$ cat src/rtl/cpu_csr_slave.sv
// cpu_csr_slave: up_* bus responder hosting ID, SCRATCH, CTRL, W1C STATUS and a
// 64-bit free-running counter with a coherent high-word snapshot.
// Read data appears RD_LATENCY (1 or 2) cycles after the read strobe; up_wait
// covers the whole time a read is outstanding.
// Optional build macro CPU_CSR_BUSERR_EN: in-window reads of unmapped offsets
// return 32'hDEAD_BEEF and flag STATUS[1]; without it they return zero silently.
module cpu_csr_slave #(
    parameter logic [31:0] BASE_ADDR  = 32'h0000_0000,
    parameter int          ADDR_W     = 4,
    parameter int          RD_LATENCY = 1,
    parameter logic [31:0] ID_VALUE   = 32'h5453_4531
) (
    input  logic        up_clk,
    input  logic        up_rst,
    input  logic        up_wr,
    input  logic        up_rd,
    input  logic [31:0] up_addr,
    input  logic [31:0] up_data_wr,
    output logic [31:0] up_data_rd,
    output logic        up_wait,
    output logic [31:0] ctrl_q,
    input  logic [3:0]  hw_event
);

    localparam logic [ADDR_W-1:0] OFF_ID      = ADDR_W'(0);
    localparam logic [ADDR_W-1:0] OFF_SCRATCH = ADDR_W'(1);
    localparam logic [ADDR_W-1:0] OFF_CTRL    = ADDR_W'(2);
    localparam logic [ADDR_W-1:0] OFF_STATUS  = ADDR_W'(3);
    localparam logic [ADDR_W-1:0] OFF_CNT_LO  = ADDR_W'(4);
    localparam logic [ADDR_W-1:0] OFF_CNT_HI  = ADDR_W'(5);

    // STATUS bit 3 does not exist; this mask keeps it at zero
    localparam logic [7:0] STATUS_MASK = 8'hF7;

    logic              hit;
    logic [ADDR_W-1:0] offset;
    logic              rd_hit;
    logic              wr_hit;
    logic              rd_accept;
    logic              pending;
    logic              mapped;
    logic [31:0]       rd_value;
    logic [31:0]       scratch;
    logic [63:0]       cnt;
    logic [31:0]       cnt_snap;
    logic [7:0]        status;
    logic [7:0]        status_set;
    logic [7:0]        status_clr;
    logic              clr_req;
    logic              cnt_wrap;
    logic              overrun;
    logic              unmapped_set;
    logic              unused_addr_bits;

    // byte lanes are not supported, so the two lowest address bits carry no information
    assign unused_addr_bits = ^up_addr[1:0];

    // Address decode and strobe qualification; a second read during a pending one is refused
    always_comb begin
        hit       = (up_addr[31:ADDR_W+2] == BASE_ADDR[31:ADDR_W+2]);
        offset    = up_addr[ADDR_W+1:2];
        rd_hit    = up_rd & hit;
        wr_hit    = up_wr & hit;
        rd_accept = rd_hit & ~pending;
        overrun   = rd_hit & pending;
    end

    assign up_wait = rd_hit | pending;

    // Read mux: value is taken from the registers as they stand in the read cycle
    always_comb begin
        rd_value = 32'h0000_0000;
        mapped   = 1'b1;
        case (offset)
            OFF_ID:      rd_value = ID_VALUE;
            OFF_SCRATCH: rd_value = scratch;
            OFF_CTRL:    rd_value = ctrl_q;
            OFF_STATUS:  rd_value = {24'h0, status};
            OFF_CNT_LO:  rd_value = cnt[31:0];
            OFF_CNT_HI:  rd_value = cnt_snap;
            default: begin
                mapped = 1'b0;
`ifdef CPU_CSR_BUSERR_EN
                rd_value = 32'hDEAD_BEEF;
`else
                rd_value = 32'h0000_0000;
`endif
            end
        endcase
    end

    // Event collection: counter clear request, wrap detection and STATUS set/clear vectors
    always_comb begin
        clr_req  = wr_hit & (offset == OFF_CTRL) & up_data_wr[1];
        cnt_wrap = ctrl_q[0] & ~clr_req & (&cnt);
`ifdef CPU_CSR_BUSERR_EN
        unmapped_set = (wr_hit & ~mapped) | (rd_accept & ~mapped);
`else
        unmapped_set = wr_hit & ~mapped;
`endif
        status_set = {hw_event, 1'b0, cnt_wrap, unmapped_set, overrun};
        status_clr = (wr_hit && offset == OFF_STATUS) ? up_data_wr[7:0] : 8'h00;
    end

    // Writable registers; cnt_clr is never stored so CTRL bit 1 always reads back zero
    always_ff @(posedge up_clk) begin
        if (up_rst) begin
            scratch <= 32'h0;
            ctrl_q  <= 32'h0;
        end else if (wr_hit) begin
            if (offset == OFF_SCRATCH) begin
                scratch <= up_data_wr;
            end
            if (offset == OFF_CTRL) begin
                ctrl_q <= {up_data_wr[31:2], 1'b0, up_data_wr[0]};
            end
        end
    end

    // STATUS: hardware sets win over a same-cycle write-one-to-clear
    always_ff @(posedge up_clk) begin
        if (up_rst) begin
            status <= 8'h00;
        end else begin
            status <= ((status & ~status_clr) | status_set) & STATUS_MASK;
        end
    end

    // Free-running counter; a clear request overrides counting for that edge
    always_ff @(posedge up_clk) begin
        if (up_rst) begin
            cnt <= 64'h0;
        end else if (clr_req) begin
            cnt <= 64'h0;
        end else if (ctrl_q[0]) begin
            cnt <= cnt + 64'h1;
        end
    end

    // High-word snapshot taken by an accepted CNT_LO read so a LO/HI pair is coherent
    always_ff @(posedge up_clk) begin
        if (up_rst) begin
            cnt_snap <= 32'h0;
        end else if (rd_accept && offset == OFF_CNT_LO) begin
            cnt_snap <= cnt[63:32];
        end
    end

    generate
        if (RD_LATENCY >= 2) begin : g_lat2
            logic [31:0] rd_hold;

            // Two-stage read: capture in the request cycle, deliver one cycle later
            always_ff @(posedge up_clk) begin
                if (up_rst) begin
                    pending    <= 1'b0;
                    rd_hold    <= 32'h0;
                    up_data_rd <= 32'h0;
                end else begin
                    if (pending) begin
                        up_data_rd <= rd_hold;
                        pending    <= 1'b0;
                    end
                    if (rd_accept) begin
                        rd_hold <= rd_value;
                        pending <= 1'b1;
                    end
                end
            end
        end else begin : g_lat1
            assign pending = 1'b0;

            // Single-stage read: data lands at the edge ending the request cycle
            always_ff @(posedge up_clk) begin
                if (up_rst) begin
                    up_data_rd <= 32'h0;
                end else if (rd_accept) begin
                    up_data_rd <= rd_value;
                end
            end
        end
    endgenerate

endmodule
$ cat config.mk
export PLATFORM = sky130hd
export DESIGN_NAME = cpu_csr_slave
export DESIGN_NICKNAME = d
export VERILOG_FILES = /design/src/rtl/cpu_csr_slave.sv
export SDC_FILE = /design/constraint.sdc
export NUM_CORES = 1
export LEC_CHECK = 0
export CAP_MARGIN = 20
export CORE_MARGIN = 2
export CORE_UTILIZATION = 54
export DETAILED_ROUTE_END_ITERATION = 6
export GPL_ROUTABILITY_DRIVEN = 1
export PLACE_DENSITY = 0.83
export SLEW_MARGIN = 0
export SYNTH_ARGS = -nofsm -noshare
export SYNTH_HDL_FRONTEND = slang
export SYNTH_SLANG_ARGS = --single-unit
$ cat constraint.sdc
create_clock -name up_clk -period 3.38 [get_ports up_clk]
set_input_delay 0.676 -clock up_clk [delete_from_list [all_inputs] [get_ports up_clk]]
set_output_delay 0.676 -clock up_clk [all_outputs]
set_load 0.005 [all_outputs]
==> results of run 1 <==
==> synthesized netlist by cell type (5+ instances only) <==
cell / count / area (um2)
a21oi_1: 133 / 666
a222oi_1: 22 / 220
a22oi_1: 42 / 315
and3_1: 10 / 62.6
and4_1: 11 / 96.3
clkbuf_1: 73 / 274
dfxtp_1: 198 / 3960
inv_1: 14 / 52.6
nand2_1: 284 / 1070
nand3_1: 33 / 165
nand4_1: 37 / 231
nor2_1: 85 / 319
nor3_1: 13 / 65.1
nor4_1: 20 / 125
nor4b_1: 5 / 43.8
o21ai_0: 10 / 50.1
o31ai_1: 12 / 90.1
or3_1: 12 / 75.1
or4_1: 15 / 113
xnor2_1: 18 / 158
xor2_1: 20 / 175
==> per-layer routing <==
metal | vias up | wire [um] | global-route usage (%)
li1 | 4096 | - | -
met1 | 4051 | 11200 | 42.8
met2 | 480 | 11700 | 47.2
met3 | 57 | 2600 | 6.64
met4 | 0 | 756 | 11.4
met5 | - | 0 | 0
==> stage by stage <==
| stage | TNS [ns] | power [uW] | utilization [%] | setup WS, ns | hold slack (ns) |
|---|---|---|---|---|---|
| after floorplan | 0 | 2450 | - | 0.657 | 0.412 |
| after global placement | 0 | 2570 | 64.8 | 0.0810 | 0.423 |
| after detailed placement | -0.00183 | 2570 | 64.8 | -0.00183 | 0.434 |
| after CTS | 0 | 4600 | 68.6 | 0.0145 | 0.445 |
| after global routing | -0.0184 | 4710 | 69.0 | -0.0184 | 0.461 |
| final | 0 | 4600 | 69.0 | 0.0323 | 0.444 |
==> path summary, 6_finish.rpt <==
path / start / cells after the start / to
min: status[0] / 2 / status[0]
max: up_addr[11] / 6 / up_wait
max reg2reg: cnt[5] / 5 / cnt[55]
min reg2reg: status[0] / 2 / status[0]
==> flip-flops by register name (all words and copies together) (netlist names) <==
| signal | count |
|---|---|
| cnt | 64 |
| cnt_snap | 32 |
| scratch | 32 |
| up_data_rd | 32 |
| ctrl_q | 31 |
| status | 7 |
==> layout make-up <==
cell class	instances	area share, %
multi-input combinational	810	40.3
sequential	198	36.6
timing repair buffer	164	14.6
clock buffer	18	3.96
tap	216	2.49
clock inverter	14	1.55
inverter	14	0.485
==> worst max-delay path, stage by stage <==
cell and delay, ns:
clkdlybuf4s50_1 0.47, nor4_4 0.31, nand4_1 0.19, or3_1 0.44
inv_1 0.09, clkdlybuf4s50_1 0.50
==> report_power, final <==
group | switching (uW) | leakage [uW] | internal [uW]
Clock | 963 | 0.000288 | 1110
Combinational | 101 | 0.00165 | 91.9
Sequential | 1.59 | 0.00160 | 2330
==> cell families after synthesis <==
kind of cell,Yosys count,share of synthesized area (%)
buffers and inverters,93,4.15
flip-flops,198,46.1
XOR/XNOR,38,3.87
other,1,0.0437
AO/OA/AOI/OAI,232,16.9
multiplexers,1,0.117
AND/OR/NAND/NOR,537,28.6
adder cells (fa/ha/maj),1,0.146
==> timing repair <==
action / 4_1_cts / 5_1_grt
hold endpoints to repair: 0 / 0
setup endpoints to repair: 1 / 1
pin swaps: 0 / 1
gates resized for setup: 1 / 6
buffers inserted: 0 / 1
==> results.json, run 1 <==
{
  "status": "finished, final reports clean",
  "r2r_slack_ns": 0.45,
  "viasPerCell": 6.06,
  "grt_pass1_vias": 7899,
  "cts.htree.levels": 4,
  "synth-seq-cells": 198,
  "grt_pass1_wl_mm": 40.8,
  "synth.avg_cell_area_um2": 7.80,
  "core_mm2": 0.0157,
  "antenna_found_initial": 0,
  "async_flop_share_pct": 0,
  "multi_input_area_mm2": 0.00437,
  "leakage_uw": 0.00354,
  "synth_area_mm2": 0.00859,
  "grt_max_degree": 59,
  "root_buffer": "clkbuf_16",
  "crit_fanout": 2,
  "cts_hold_repair.buffers": 0,
  "final_area_mm2": 0.0108,
  "start_util_pct": 54.7,
  "endpoint_kind": "primary output",
  "clk_pin_slew_worst_paths_ns": 0.07,
  "place_area_mm2": 0.0102,
  "fmax_mhz": 299,
  "tightest_slew_ns": 0.711,
  "fillers": 1247,
  "cts_tree": "done",
  "insertion_delay_ns": 0.45,
  "final_cell_mix": "nand2_1 (284), dfxtp_1 (198), a21oi_1 (133)",
  "syn-num-nets": 1174,
  "clockBufferDepth": 2,
  "final-seq-area_mm2": 0.00396,
  "portBuffers": 133,
  "final_hold_viol_count": 0,
  "fin_crit_sh_pct": 99.0,
  "dieHeight_um": 130,
  "synth_seq_area_share_pct": 46.1,
  "drt_pass1_iterations": 6,
  "hpwl_mm": 18.3,
  "final_antenna_net_count": 0,
  "synth_cells": 1101,
  "die_w_um": 130,
  "hp-class": "flop to flop",
  "wirelength_mm": 26.3,
  "gp_congestion": 0.926,
  "peakVddDrop_uv": 386,
  "power_density_mw_per_mm2": 425,
  "cp.required_ns": 2.70,
  "cts_sinks": 198,
  "final_common_cell": "nand2_1",
  "synthDistinctLibCells": 41,
  "slew_headroom_pct": 52.2,
  "die_area_mm2": 0.0169,
  "report.final.slew_viol_count": 0,
  "fin_crit_ns": 3.35,
  "critPathKind": "input port to primary output",
  "fin_nets": 1278,
  "grtUsageTotal_pct": 30.8,
  "synth_edf_count": 0,
  "final_layout_size_suffix_gt1_share_pct": 6.73,
  "drv_cap": 0,
  "post_drt_wl_per_cell_um": 18.3,
  "numCtsBuffers": 17,
  "start_kind": "input port",
  "ios": 137,
  "post-place-cells": 1401,
  "drt_iter0_drc": 1172,
  "grt-ovfl-total": 0,
  "num_rows": 46,
  "vias": 8684,
  "finClkSkew_ns": 0.0115,
  "final_cells": 1434,
  "cp.arrival_ns": 2.67,
  "setup-violations-final": 0,
  "drcViolationCount": 0,
  "ys_warn_count": 0,
  "diodes": 0,
  "area.growth.synth_to_final_pct": 26.1,
  "synth_flop_cell": "dfxtp_1"
}
Power figures use the tool's default switching activity.
==> run 2, diff against run 1 <==
--- a/config.mk
+++ b/config.mk
@@ -10,6 +10,7 @@
 export CORE_UTILIZATION = 54
 export DETAILED_ROUTE_END_ITERATION = 6
 export GPL_ROUTABILITY_DRIVEN = 1
+export HOLD_SLACK_MARGIN = 0.06
 export PLACE_DENSITY = 0.83
 export SLEW_MARGIN = 0
 export SYNTH_ARGS = -nofsm -noshare
==> results of run 2 <==
The final DEF is identical to that of run 1; final timing and power are the same.
